--- src/rtl/pwm_sched_pkg.sv ---
// rtl/pwm_sched_pkg.sv - shared defaults, requester indices and channel state type for the PWM scheduler
package pwm_sched_pkg;

    localparam int CCW_DEF = 24;
    localparam int NCH_DEF = 4;

    localparam logic REQ_SYS = 1'b0;
    localparam logic REQ_DSP = 1'b1;

    typedef enum logic {
        CH_IDLE = 1'b0,
        CH_PEND = 1'b1
    } ch_state_t;

endpackage

--- src/rtl/pwm_rr_arb.sv ---
// rtl/pwm_rr_arb.sv - two-requester round-robin arbiter, combinational grant, registered pointer
module pwm_rr_arb
    import pwm_sched_pkg::*;
(
    input  logic       clk,
    input  logic       rstn,
    input  logic [1:0] valid,
    output logic [1:0] ready
);

    logic ptr;

    // A lone requester wins regardless of the pointer; the pointer only breaks ties.
    always_comb begin
        ready = valid;
        if (valid == 2'b11) begin
            ready      = 2'b00;
            ready[ptr] = 1'b1;
        end
    end

    always_ff @(posedge clk or negedge rstn) begin
        if (!rstn) begin
            ptr <= REQ_SYS;
        end else if (ready[REQ_SYS]) begin
            ptr <= REQ_DSP;
        end else if (ready[REQ_DSP]) begin
            ptr <= REQ_SYS;
        end
    end

endmodule

--- src/rtl/red_pitaya_pwm_sched.sv ---
// rtl/red_pitaya_pwm_sched.sv - shadowed PWM config scheduler with sync-pulse commit and optional slew limit
// Optional feature: RED_PITAYA_PWM_SLEW_EN limits each commit step to SLEW.
module red_pitaya_pwm_sched
    import pwm_sched_pkg::*;
#(
    parameter int             CCW  = CCW_DEF,
    parameter int             NCH  = NCH_DEF,
    parameter logic [CCW-1:0] SLEW = 24'h000100
) (
    input  logic                           clk,
    input  logic                           rstn,
    input  logic [1:0]                     req_valid_i,
    input  logic [2*((NCH > 1) ? $clog2(NCH) : 1)-1:0] req_ch_i,
    input  logic [2*CCW-1:0]               req_data_i,
    output logic [1:0]                     req_ready_o,
    input  logic [NCH-1:0]                 pwm_s_i,
    input  logic                           hold_i,
    input  logic                           gang_i,
    output logic [NCH*CCW-1:0]             cfg_o,
    output logic [NCH-1:0]                 pend_o
);

    localparam int CHW = (NCH > 1) ? $clog2(NCH) : 1;

    logic           xfer;
    logic [CHW-1:0] wr_ch;
    logic [CCW-1:0] wr_data;

    pwm_rr_arb u_arb (
        .clk   (clk),
        .rstn  (rstn),
        .valid (req_valid_i),
        .ready (req_ready_o)
    );

    assign xfer    = |req_ready_o;
    assign wr_ch   = req_ready_o[REQ_DSP] ? req_ch_i[CHW +: CHW]   : req_ch_i[0 +: CHW];
    assign wr_data = req_ready_o[REQ_DSP] ? req_data_i[CCW +: CCW] : req_data_i[0 +: CCW];

`ifdef RED_PITAYA_PWM_SLEW_EN
    function automatic logic [CCW-1:0] slew_step(input logic [CCW-1:0] cur, input logic [CCW-1:0] tgt);
        if (tgt > cur) begin
            return ((tgt - cur) > SLEW) ? cur + SLEW : tgt;
        end
        return ((cur - tgt) > SLEW) ? cur - SLEW : tgt;
    endfunction
`endif

    for (genvar c = 0; c < NCH; c++) begin : g_ch
        ch_state_t      state;
        logic [CCW-1:0] shadow;
        logic [CCW-1:0] cfg;
        logic           wr;
        logic           commit;

        // Channel indices at or above NCH never match, so such transfers are simply dropped.
        assign wr     = xfer && (wr_ch == CHW'(c));
        assign commit = !hold_i && (gang_i ? pwm_s_i[0] : pwm_s_i[c]) && (state == CH_PEND);

`ifdef RED_PITAYA_PWM_SLEW_EN
        logic [CCW-1:0] nxt;
        assign nxt = slew_step(cfg, shadow);

        always_ff @(posedge clk or negedge rstn) begin
            if (!rstn) begin
                state  <= CH_IDLE;
                shadow <= '0;
                cfg    <= '0;
            end else begin
                if (wr) shadow <= wr_data;
                if (commit) cfg <= nxt;
                if (wr) begin
                    state <= CH_PEND;
                end else if (commit && (nxt == shadow)) begin
                    state <= CH_IDLE;
                end
            end
        end
`else
        always_ff @(posedge clk or negedge rstn) begin
            if (!rstn) begin
                state  <= CH_IDLE;
                shadow <= '0;
                cfg    <= '0;
            end else begin
                if (wr) shadow <= wr_data;
                // Commit reads the pre-edge shadow, so a same-cycle write stays pending.
                if (commit) cfg <= shadow;
                if (wr) begin
                    state <= CH_PEND;
                end else if (commit) begin
                    state <= CH_IDLE;
                end
            end
        end
`endif

        assign cfg_o[c*CCW +: CCW] = cfg;
        assign pend_o[c]           = (state == CH_PEND);
    end

endmodule
--- config.mk ---
export PLATFORM = sky130hd
export DESIGN_NAME = red_pitaya_pwm_sched
export DESIGN_NICKNAME = d
export VERILOG_FILES = /design/src/rtl/pwm_sched_pkg.sv /design/src/rtl/pwm_rr_arb.sv /design/src/rtl/red_pitaya_pwm_sched.sv
export SDC_FILE = /design/constraint.sdc
export NUM_CORES = 1
export LEC_CHECK = 0
export ABC_CLOCK_PERIOD_IN_PS = 1720
export CORE_UTILIZATION = 51
export CTS_CLUSTER_SIZE = 10
export DETAILED_ROUTE_END_ITERATION = 16
export PLACE_DENSITY = 0.8
export SYNTH_ARGS = -nofsm -noshare
export SYNTH_HDL_FRONTEND = slang
export SYNTH_SLANG_ARGS = --single-unit
--- constraint.sdc ---
create_clock -name clk -period 1.72 [get_ports clk]
set_input_delay 0.344 -clock clk [delete_from_list [all_inputs] [get_ports clk]]
set_output_delay 0.344 -clock clk [all_outputs]
set_load 0.02 [all_outputs]
Word level (Yosys, flattened, before mapping)
Cells that the tools add are included.
- bits in registers: 197
- $lt $le $gt $ge: 2
- equal/unequal tests: 4
- muxes and demuxes: 18
- reductions and logical operators: 21
- operator list (operator ; count):
    $mux W24 ; 1
    $mux W1 ; 14
    $logic_and A1 B1 Y1 ; 13
    $reduce_bool A2 Y1 ; 5
    $eq A2 B2 Y1 const B ; 3
    $mux W2 ; 2
    $eq A2 B1 Y1 const B ; 1
    $logic_not A2 Y1 ; 1
    $lt A1 B2 Y1 const B ; 1
    $reduce_or A2 Y1 ; 1
    $demux W1 S1 ; 1
    $ge A1 B1 Y1 const B ; 1
    $logic_not A1 Y1 ; 1

Logic depth before layout (Yosys ltp)
Gate-level depths: netlist of the first run.
- word-level depth: 9
- depth in mapped cells: 7
- gate-level depth less buffers: 4

Cells and area by module
From an unflattened synthesis of the first run, not the netlist that was laid out.
- cell total of the unflattened synthesis: 471
- area, all modules: 8104.0 µm²
- modules (own cells, without submodules) (module ; times used ; cells each ; area an instance (µm²) ; seq. area each (µm²)):
    red_pitaya_pwm_sched ; 1 ; 465 ; 8051.5 ; 4904.7
    pwm_rr_arb ; 1 ; 6 ; 52.6 ; 25.0

Least setup slack after synthesis of the first run
Ideal clock, no wire load.
- kind: input port to flip-flop
- start point: in req_valid_i[1]
- end point: reg g_ch[0].shadow[18]
- data arrival time: 1.627 ns
- required time: 1.655 ns
- path slack: 0.028 ns
- cell stages on the path: 6
- buffers on the path: 2
- path through: buf_4 -> a21boi_2 -> a32oi_2 -> nor3_4 -> buf_2 -> o22a_1
- RTL lines (element ; line ; text):
    from (decl) ; red_pitaya_pwm_sched.sv:12 ; input logic [1:0] req_valid_i,
    $eq A2 B2 Y1 ; pwm_rr_arb.sv:16 ; if (valid == 2'b11) begin
    $mux W2 ; pwm_rr_arb.sv:16 ;
    net req_ready_o[0] ; red_pitaya_pwm_sched.sv:15 ; output logic [1:0] req_ready_o,
    $reduce_or A2 Y1 ; red_pitaya_pwm_sched.sv:36 ; assign xfer = |req_ready_o;
    $logic_and A1 B1 Y1 ; red_pitaya_pwm_sched.sv:57 ; assign wr = xfer && (wr_ch == CHW'(c));
    to (signal assigned) ; red_pitaya_pwm_sched.sv:86 ; if (wr) shadow <= wr_data;
    to (decl) ; red_pitaya_pwm_sched.sv:51 ; logic [CCW-1:0] shadow;
The timed path passes the listed nets, and every way through them passes these cells.
A chain may end at the register's enable or synchronous reset.

Worst setup path after layout of the first run
- start point: reg u_arb.ptr
- end point: out req_ready_o[1]
- word-level cells in the longest chain between the ends: 5
- ends and longest elaborated chain (element ; line ; text):
    from (decl) ; pwm_rr_arb.sv:11 ; logic ptr;
    from (signal assigned) ; pwm_rr_arb.sv:24 ; ptr <= REQ_SYS;
    from (signal assigned) ; pwm_rr_arb.sv:26 ; ptr <= REQ_DSP;
    from (signal assigned) ; pwm_rr_arb.sv:28 ; ptr <= REQ_SYS;
    $lt A1 B2 Y1 (not written as such) or $ge A1 B1 Y1 (tied branches) ; pwm_rr_arb.sv:18 ; ready[ptr] = 1'b1;
    $logic_and A1 B1 Y1 (not written as such) ; pwm_rr_arb.sv:18 ;
    $mux W1 (not written as such) ; pwm_rr_arb.sv:18 ;
    $demux W1 S1 * ; - ;
    $mux W2 * ; pwm_rr_arb.sv:16 ;
    to (decl) ; red_pitaya_pwm_sched.sv:15 ;
Mark *: on every way between the ends. The rest lies on a longest branch, timed or not.

==> key figures, run 1 <==
Outcome
  – Outcome: finished, violations left
  – Failing checks: design-rule violations

Global routing
  – Global-route wire length before repair: 32.9 mm
  – Initial antenna violation count: 0
  – Tot GR Track Use: about 28%
  – GRT overflow: 0
  – Largest net degree at the start of global routing: slightly below 60
  – Vias in the first global route: roughly 5800

Synth
  – Avg Cell Area, Syn: between 15 and 20 µm²
  – Mapped Nets: 575
  – Synthesized instance count: 513
  – Synth async-reset ratio: 100%
  – Post-synth top cells: dfrtp_1, o22a_1, mux2_1
  – Yosys top cell area share: between 60% and 70%
  – Cell taking the most area after synthesis: dfrtp_1
  – Synth top area cells: dfrtp_1, o22a_1, mux2_1
  – Sequential share of the synthesized area: 63.3%
  – Netlist cell types: 30
  – Most numerous cell in the Yosys netlist: dfrtp_1
  – Synthesized flop and latch total: 197
  – Yosys warns: 0
  – Post-synth EDFFs: 0
  – Top_reg_cell synth: dfrtp_1
  – Netlist Area Pre-Place: just under 0.008 mm²

Place
  – Cells after DPL: 858
  – DP Wirelength: about 15 mm
  – GP Congestion: approximately 0.97
  – Setup WS pre-CTS: -0.408 ns
  – Placed Area: 0.00995 mm²
  – Port Buffers: 163

Finish
  – Area growth from synthesis to layout: 34.5%
  – Fin area: about 0.010 mm²
  – Share of layout cells above drive strength 1: approximately 17%
  – ANT cells: 0
  – Layout Nets: about 760
  – Non-Filler Instances: 890

Routing
  – Routed wire per std cell: ~24 µm
  – DRC viols: 16
  – Post-route ant nets: 0
  – Vias: 5431
  – Final wirelength: 21.0 mm
  – Avg Vias per Cell: 6.10
  – DRT Pass-1 Iters: 12
  – 1st-iter DRT viols: between 300 and 400

STA
  – Slew @ Worst Pin: just under 0.5 ns
  – Setup ws final: about 0.063 ns
  – # setup viols final: 0
  – Peak Freq: 604 MHz
  – RSZ-0062 raised after global routing: no
  – Hold Vio Cnt, Final: 0
  – Setup_tns: 0 ns
  – Final Critical Period: ~1.7 ns
  – Tcrit/Tclk final: approximately 96%
  – Rel. slew slack: approximately 67%
  – Final Skew: ~0.0063 ns
  – WHS: about 0.46 ns
  – Slew Limit Fails: 0

Worst setup path
  – Crit path cell chain: nor2b_4 -> buf_6 -> nor2_4 -> buf_6
  – WP data arrival: ~1.3 ns
  – Crit. End Element: output pin
  – Worst Reg2Reg Path Length in Cells: 5
  – Crit path kind: flip-flop to output pin
  – Worst-path fanout max: 4
  – RR Startpoint: u_arb.ptr
  – CP max stage delay: ~0.45 ns
  – Most common cell on crit path: buf_6
  – Critical Path Start Type: flip-flop
  – Slowest cell on crit path: dfrtp_2
  – Data required time of the critical path: 1.38 ns
  – Worst path top cell family by delay: flip-flops
  – Worst R2R Setup Slack: approximately 0.07 ns
  – R2R Path End: g_ch[1].shadow[14]
  – Buf/Inv on CP: 2

Floorplanning
  – Die height: ~130 µm
  – Row Count: 44
  – Die width: about 130 µm
  – Placeable Area: 0.0147 mm²
  – Initial core utilization: around 53%
  – Die area: between 0.015 and 0.02 mm²
  – IO Pins: 164

Worst hold path
  – Worst hold-check path type: primary input to async pin

Job
  – Max-cap violations: 0

Power
  – Pwr/cell area: 1640 mW/mm²
  – Max VDD drop: roughly 0.9 mV
  – Leakage: about 4.2 nW

CTS
  – H-tree depth: 4
  – TritonCTS clock tree: built
  – Clk root buf: clkbuf_16
  – Clock sink count: just under 200
  – TritonCTS buffer count: 17
  – Skew-Pair Late Insertion Delay: roughly 0.43 ns
  – CTS clock-pin slew for the worst setup and hold paths: ~0.060 ns
  – Maximum root-to-sink buffer count: 2
[worst max path at each step]
stage / start / endpoint / slack, ns / cells after the start
finish: u_arb.ptr / req_ready_o[1] / 0.06 / 4
global route: pwm_s_i[0] / g_ch[3].cfg[5] / 0.007 / 6
CTS: u_arb.ptr / req_ready_o[1] / 0.002 / 4
detailed placement: req_valid_i[0] / g_ch[0].shadow[7] / -0.41 / 6
global placement: req_valid_i[0] / g_ch[0].shadow[0] / -0.40 / 6
floorplan: req_valid_i[1] / g_ch[0].shadow[18] / 0.03 / 6
[flip-flops by register name, indices dropped and copies added, names as in the netlist]
signal and cells:
g_ch.state 4, g_ch.shadow 96, u_arb.ptr 1, g_ch.cfg 96
[worst reg2reg max path, delay by kind of cell, from the launching register on]
kind	cells	cell delay, ns
simple gates	1	0.20
flops	1	0.45
buf+inv	1	0.18
compound gates	3	0.70
[cell type report]
type	instances	area, µm²
flip-flops and latches	197	4930
fillers	988	4230
multi-input cells	272	2680
repair buffers	204	2010
clock buffers	27	513
well taps	184	230
clock inverters	3	90.1
inverters	3	11.3
[placed cells by master (no fill, tap or decap), types with 2 or more instances in the layout]
cell type	n
dlygate4sd2_1	102
clkdlybuf4s50_1	58
nand2b_1	4
buf_12	15
clkbuf_1	5
o21ai_0	3
mux2_2	36
inv_1	2
a32oi_4	2
buf_6	4
a21oi_2	2
mux2i_1	3
dfrtp_1	196
a21o_1	3
clkbuf_8	6
buf_4	22
clkbuf_16	17
o22a_1	144
nor3b_4	3
mux2_1	60
bufinv_16	3
[cell families after synthesis]
family / after synthesis / synth area share (%)
muxes: 99 / 14.3
buffers and inverters: 44 / 2.93
and+or+nand+nor: 16 / 1.77
DFF: 197 / 63.3
AOI/OAI and AO/OA: 157 / 17.7
[report_power, final]
part / leakage (nW) / internal (mW) / switching [mW] / total, mW
Clock: 0.294 / 2.47 / 1.61 / 4.08
Sequential: 2.17 / 6.40 / 1.06 / 7.46
Combinational: 1.76 / 2.63 / 3.02 / 5.65
[per-layer routing]
| layer | GRT usage [%] | vias up | part of all wire [%] |
|---|---|---|---|
| met2 | 44.6 | 263 | 48 |
| met4 | 11.1 | 0 | 2.9 |
| met1 | 37.0 | 2803 | 43 |
| met3 | 6.85 | 47 | 7.0 |
| li1 | - | 2318 | - |
| met5 | 0 | - | 0 |
[through the flow]
stage               utilization, %  total power, mW
floorplan                        -             10.5
CTS                           71.1             17.3
finish                        71.2             17.2
global route                  71.2             17.9
global placement              67.7             13.8
detailed placement            67.7             14.0
[repair_timing]
item | CTS | global route
setup buffers | 0 | 1
hold buffers | 1 | 0
endpoints found under the setup margin | 102 | 70
hold endpoints to repair | 51 | 0
gates resized for setup | 109 | 6
gates cloned | 0 | 0
Power figures use the tool's default switching activity.
==> inputs of run 2 (changes only) <==
CORE_ASPECT_RATIO = 1.2   (was default)
TNS_END_PERCENT = 30   (was default)
==> run 2 against run 1 <==
Net effect:
- the flow finishes with violations (negative setup slack)
- design area rose by 2.0%
- first-iteration DRC count fell by 19%
- sequential power fell by 0.9%
- global-route usage fell by 0.91 points
- setup slack got worse by 0.071 ns
- critical path type is now flip-flop to flip-flop
- largest cell class unchanged
- largest power group unchanged
- highest routed layer unchanged
==> key figures, run 2 (synthesis gave the netlist of run 1 again) <==
Worst setup path
  – Crit path kind: flip-flop to flip-flop
  – Data required time of the critical path: 2.03 ns (+0.65 ns)
  – Worst Reg2Reg Path Length in Cells: 7 (+2)
  – Worst Setup SP: u_arb.ptr
  – Crit. End Element: flip-flop
  – Buf/Inv on CP: 3 (+1)
  – CP max stage delay: 0.45 ns (about the same)
  – WP data arrival: 2.04 ns (+0.73 ns)
  – Worst-path fanout max: 6 (+2)
  – Worst path top cell family by delay: compound AO/OA/AOI/OAI gates
  – Crit path cell chain: nand2b_4 -> buf_6 -> a32oi_4 -> nor3_4 -> buf_6 -> clkbuf_16 -> o22a_1
  – R2R Path End: g_ch[2].shadow[0]
  – Worst R2R Setup Slack: -0.008 ns (-0.08 ns)
  – Slowest cell on crit path: dfrtp_2
  – RR Startpoint: u_arb.ptr
  – Critical Path Start Type: flip-flop
  – Most common cell on crit path: buf_6

Place
  – GP Congestion: 0.882 (-9.0%)
  – Port Buffers: 163 (unchanged)
  – Cells after DPL: 881 (+2.7%)
  – Placed Area: 0.00995 mm² (about the same)
  – DP Wirelength: 14.0 mm (-4.4%)

Routing
  – Avg Vias per Cell: 5.88 (-3.6%)
  – DRC viols: 0 (-16)
  – Final wirelength: 20.6 mm (-1.8%)
  – DRT Pass-1 Iters: 4 (-8)
  – Vias: 5458 (+0.50%)
  – 1st-iter DRT viols: 281 (-19%)
  – Routed wire per std cell: 22.2 µm (-5.8%)
  – Post-route ant nets: 0 (unchanged)

Job
  – Max-cap violations: 0 (unchanged)

CTS
  – Maximum root-to-sink buffer count: 2 (unchanged)
  – CTS clock-pin slew for the worst setup and hold paths: 0.07 ns (about the same)
  – Clock sink count: 197 (unchanged)
  – TritonCTS clock tree: built
  – Clk root buf: clkbuf_16
  – H-tree depth: 4 (unchanged)
  – TritonCTS buffer count: 17 (unchanged)
  – Skew-Pair Late Insertion Delay: 0.43 ns (about the same)

Global routing
  – Global-route wire length before repair: 31.1 mm (-5.6%)
  – Largest net degree at the start of global routing: 57 (-3.4%)
  – GRT overflow: 0 (unchanged)
  – Vias in the first global route: 5693 (-1.5%)
  – Tot GR Track Use: 27.0% (-0.91 points)
  – Initial antenna violation count: 1 (+1)

STA
  – Peak Freq: 579 MHz (-4.1%)
  – Slew Limit Fails: 0 (unchanged)
  – Slew @ Worst Pin: 0.412 ns (-0.0759 ns)
  – Hold Vio Cnt, Final: 0 (unchanged)
  – Final Skew: 0.00662 ns (+0.000300 ns)
  – Setup_tns: -0.0148 ns (-0.0148 ns)
  – RSZ-0062 raised after global routing: yes
  – Tcrit/Tclk final: 100% (+4.1 points)
  – Rel. slew slack: 71.7% (+4.3 points)
  – Final Critical Period: 1.73 ns (+0.0714 ns)
  – # setup viols final: 3 (+3)
  – Setup ws final: -0.00828 ns (-0.0714 ns)

Power
  – Combinational fraction of design power: 33.5% (+0.6 points)
  – Internal power: 11.4 mW (-1.2%)
  – Clock power frac: 23.3% (-0.4 points)
  – NetSw: 5.72 mW (+0.58%)
  – Max VDD drop: 0.803 mV (-13%)
  – Register share of total power: 43.3% (about the same)
  – Pwr/cell area: 1600 mW/mm² (-2.6%)
  – Leakage: 4.32 nW (+2.2%)
  – Sw Share: 33.5% (+0.40 points)

Floorplanning
  – Placeable Area: 0.0150 mm² (+1.8%)
  – Die height: 137 µm (+9.4%)
  – IO Pins: 164 (unchanged)
  – Die area: 0.0158 mm² (about the same)
  – Die width: 115 µm (-8.6%)
  – Initial core utilization: 52.0% (-0.92 points)
  – Row Count: 49 (+11%)

Finish
  – Area growth from synthesis to layout: 37.2%
  – Non-Filler Instances: 928 (+4.3%)
  – Layout Nets: 772 (+2.0%)
  – Fin area: 0.0107 mm² (+2.0%)
  – Commonest non-fill, non-tap cells in the layout: dfrtp_1, o22a_1, dlygate4sd2_1
  – Largest regs: g_ch.cfg x96, g_ch.shadow x96, g_ch.state x4
  – Share of layout cells above drive strength 1: 19.9% (+2.9 points)
  – Commonest non-fill, non-tap cell in the layout: dfrtp_1

Worst hold path
  – Worst hold-check path type: primary input to async pin

Outcome
  – Failing checks: negative setup slack
  – Outcome: finished, violations left
==> run 2: cell count changes in the layout (fill, tap and decap cells not counted), sizes merged <==
cell	before	now
buf	42	55
nor3	2	3
inv	3	4
clkinv	0	8
clkbuf	28	19
diode	0	2
clkinvlp	0	2
==> run 2: layout make-up <==
class | instances | area [µm²]
diodes | 2 | 5.00
clock buffers | 17 | 425
clock inverters | 14 | 161
fillers | 1073 | 4280
inverters | 3 | 11.3
multi-input cells | 273 | 2730
flip-flops and latches | 197 | 4930
well taps | 204 | 255
repair buffers | 218 | 2160
==> run 2: how the worst max path moves through the flow <==
stage,slack (ns),endpoint,cells after the start
2_1_floorplan,0.03,g_ch[0].shadow[18],6
3_3_place_gp,-0.74,g_ch[0].shadow[21],5
3_5_place_dp,-0.83,g_ch[0].shadow[8],5
4_1_cts,-0.05,req_ready_o[1],4
5_1_grt,-0.04,req_ready_o[1],4
6_report,-0.008,g_ch[2].shadow[0],7
==> run 2: timing repair <==
item / CTS / global route
hold buffers: 1 / 0
gates cloned: 1 / 3
hold endpoints to repair: 33 / 0
pin swaps: 5 / 5
endpoints found under the setup margin: 188 / 74
resized for setup: 125 / 11
buffers inserted: 5 / 4
==> run 2: worst reg2reg max path, stage by stage (launching register included) <==
cell	delay [ns]
dfrtp_2	0.45
nand2b_4	0.21
buf_6	0.14
a32oi_4	0.26
nor3_4	0.06
buf_6	0.14
clkbuf_16	0.16
o22a_1	0.20
==> run 2: stage by stage <==
stage               utilization, %  setup slack (ns)  hold WS [ns]  power, mW
floorplan                        -            0.0279        0.0484       10.5
CTS                           70.5           -0.0471         0.382       17.1
finish                        71.4          -0.00828         0.397       17.1
detailed placement            66.5            -0.826         0.272       14.0
global placement              66.5            -0.743         0.264       13.7
global route                  71.4           -0.0396         0.411       17.9
==> run 2: per-layer routing <==
layer | GRT usage, % | routed length [µm] | up-vias
li1 | - | - | 2363
met1 | 32.3 | 7990 | 2822
met2 | 45.1 | 10200 | 232
met3 | 9.24 | 1690 | 41
met4 | 10.8 | 671 | 0
met5 | 0 | 0 | -
==> run 2: power groups by stage <==
| stage | Combinational [mW] | Clock (mW) | Sequential [mW] |
|---|---|---|---|
| after detailed placement | 6.45 | 0 | 7.52 |
| after global routing | 6.10 | 4.20 | 7.60 |
| after CTS | 5.71 | 4.03 | 7.40 |
| final | 5.71 | 3.98 | 7.39 |
| after floorplan | 1.86 | 0 | 8.63 |
| after global placement | 6.28 | 0 | 7.42 |
==> inputs of run 3 (changes only) <==
GPL_TIMING_DRIVEN = 0   (was default)
==> run 3 against run 2 <==
Net effect:
- the flow still finishes with violations (negative setup slack)
- sequential power shrank 0.8%
- clock-buffer cell count is 2 higher
- sequential cell count unchanged
- power increased by 1.7%
- die area stayed put
- worst hold slack lost 0.39 ns
- global-route usage increased by 0.83 points
- design area decreased by 0.61%
- wire length fell by 0.75%
- clock power up 7.5%
- critical path depth shrank 4
- final cell count up 0.22%
- critical endpoint is now req_ready_o[0]
- largest cell class unchanged
- largest power group unchanged
- highest routed layer unchanged
==> key figures, run 3 (synthesis gave the netlist of run 1 again) <==
Global routing
  – Tot GR Track Use: 27.9% (+0.83 points)
  – Largest net degree at the start of global routing: 124 (+120%)
  – Global-route wire length before repair: 32.0 mm (+3.0%)
  – Vias in the first global route: 5809 (+2.0%)
  – GRT overflow: 0 (unchanged)
  – Initial antenna violation count: 0 (-1)

Worst hold path
  – Worst hold-check path type: primary input to async pin

Worst setup path
  – WP data arrival: 1.41 ns (-0.63 ns)
  – Crit. End Element: output pin
  – CP max stage delay: 0.45 ns (about the same)
  – Crit path kind: flip-flop to output pin
  – Data required time of the critical path: 1.38 ns (-0.65 ns)
  – Slowest cell on crit path: dfrtp_2
  – Crit path cell chain: buf_12 -> a21boi_4 -> buf_6
  – Worst-path fanout max: 3 (-3)
  – Critical Path Start Type: flip-flop

Floorplanning
  – Die height: 137 µm (unchanged)
  – Initial core utilization: 52.0% (unchanged)
  – Placeable Area: 0.0150 mm² (unchanged)
  – IO Pins: 164 (unchanged)
  – Die area: 0.0158 mm² (unchanged)
  – Die width: 115 µm (unchanged)
  – Row Count: 49 (unchanged)

Place
  – Setup WS pre-CTS: -0.771 ns (+0.0548 ns)
  – GP Congestion: 0.862 (-2.3%)
  – Cells after DPL: 879 (-0.23%)
  – Port Buffers: 161 (-1.2%)
  – DP Wirelength: 14.5 mm (+3.4%)

Outcome
  – Failing checks: negative setup slack
  – Outcome: finished, violations left

STA
  – RSZ-0062 raised after global routing: yes
  – Slew Limit Fails: 0 (unchanged)
  – Rel. slew slack: 39.5% (-32 points)
  – Tcrit/Tclk final: 102% (+1.8 points)
  – Final Skew: 0.00496 ns (-0.00166 ns)
  – WHS: 0.00905 ns (-0.388 ns)
  – Setup ws final: -0.0385 ns (-0.0302 ns)
  – Peak Freq: 569 MHz (-1.7%)
  – # setup viols final: 13 (+10)
  – Slew @ Worst Pin: 0.908 ns (+0.495 ns)
  – Hold Vio Cnt, Final: 0 (unchanged)
  – Final Critical Period: 1.76 ns (+0.0302 ns)

Routing
  – Vias: 5421 (-0.68%)
  – 1st-iter DRT viols: 323 (+15%)
  – Avg Vias per Cell: 5.83 (-0.89%)
  – DRT Pass-1 Iters: 5 (+1)
  – Final wirelength: 20.4 mm (-0.75%)
  – DRC viols: 0 (unchanged)
  – Routed wire per std cell: 22.0 µm (-0.97%)
  – Post-route ant nets: 0 (unchanged)

Power
  – Pwr/cell area: 1640 mW/mm² (+2.3%)
  – Max VDD drop: 0.865 mV (+7.7%)
  – Leakage: 4.30 nW (-0.44%)

Finish
  – Post-layout util: 71.0% (-0.43 points)
  – Fillers: 1035 (-3.5%)
  – Share of layout cells above drive strength 1: 21.2% (+1.3 points)
  – Non-Filler Instances: 930 (+0.22%)
  – Commonest non-fill, non-tap cells in the layout: dfrtp_1, o22a_1, dlygate4sd2_1
  – ANT cells: 0 (-2)
  – Area growth from synthesis to layout: 36.4%
  – Commonest non-fill, non-tap cell in the layout: dfrtp_1
  – Largest regs: g_ch.cfg x96, g_ch.shadow x96, g_ch.state x4
  – Layout Nets: 775 (+0.39%)

CTS
  – TritonCTS buffer count: 17 (unchanged)
  – Hold_buf cts: 0 (-1)
  – Clk root buf: clkbuf_16
  – H-tree depth: 4 (unchanged)
  – Maximum root-to-sink buffer count: 2 (unchanged)
  – Skew-Pair Late Insertion Delay: 0.44 ns (about the same)
  – Clock sink count: 197 (unchanged)
  – TritonCTS clock tree: built
  – CTS clock-pin slew for the worst setup and hold paths: 0.06 ns (about the same)

Job
  – Max-cap violations: 0 (unchanged)
==> run 3: final cells by class <==
cell class / instances / area (µm²) / share of cell area (%)
Clock buffer: 19 / 433 / 4.08
Timing Repair Buffer: 181 / 1690 / 15.9
Multi-Input combinational cell: 272 / 2750 / 25.9
Inverter: 3 / 11.3 / 0.106
Tap cell: 204 / 255 / 2.40
Buffer: 41 / 339 / 3.19
Clock inverter: 13 / 204 / 1.92
Sequential cell: 197 / 4930 / 46.5
==> run 3: power breakdown <==
part	switching [mW]	internal, mW	leakage (nW)
combinational	3.07	2.68	1.82
clock	1.70	2.58	0.311
sequential	0.932	6.39	2.17
total	5.71	11.7	4.30
==> run 3: final timing paths <==
| kind | cells past startpoint | end | start | slack [ns] |
|---|---|---|---|---|
| min in group clk | 3 | u_arb.ptr | req_valid_i[1] | 0.38 |
| min | 1 | g_ch[0].cfg[9] | rstn | 0.009 |
| max reg2reg | 7 | g_ch[1].shadow[20] | u_arb.ptr | -0.02 |
| max | 3 | req_ready_o[0] | u_arb.ptr | -0.04 |
| min reg2reg | 1 | g_ch[3].cfg[3] | g_ch[3].cfg[3] | 0.48 |
| max in group asynchronous | 2 | g_ch[3].shadow[18] | rstn | 0.84 |
==> run 3: critical path, delay by kind of cell, from the launching register on <==
family	cells	cell delay, ns
buf+inv	2	0.30
flops	1	0.45
compound gates	1	0.21
==> run 3: stage by stage <==
step,power [mW],cell area [µm²],setup TNS (ns)
5_1_grt,18.2,10600,-1.45
6_report,17.4,10600,-0.135
2_1_floorplan,10.5,7780,0
4_1_cts,17.5,10500,-0.0773
3_3_place_gp,13.6,9650,-1524.33
3_5_place_dp,13.9,9680,-110.28
==> run 3: timing repair <==
item	4_1_cts	5_1_grt
gates resized for setup	168	32
gates cloned	1	1
pin swaps	10	20
buffers inserted	16	1
setup endpoints to repair	251	128
==> run 3: per-layer routing <==
layer | vias to the layer above | track usage (%) | wire, µm
li1 | 2353 | - | -
met1 | 2818 | 33.1 | 8190
met2 | 221 | 48.6 | 10400
met3 | 29 | 8.58 | 1560
met4 | 0 | 8.44 | 325
met5 | - | 0 | 0
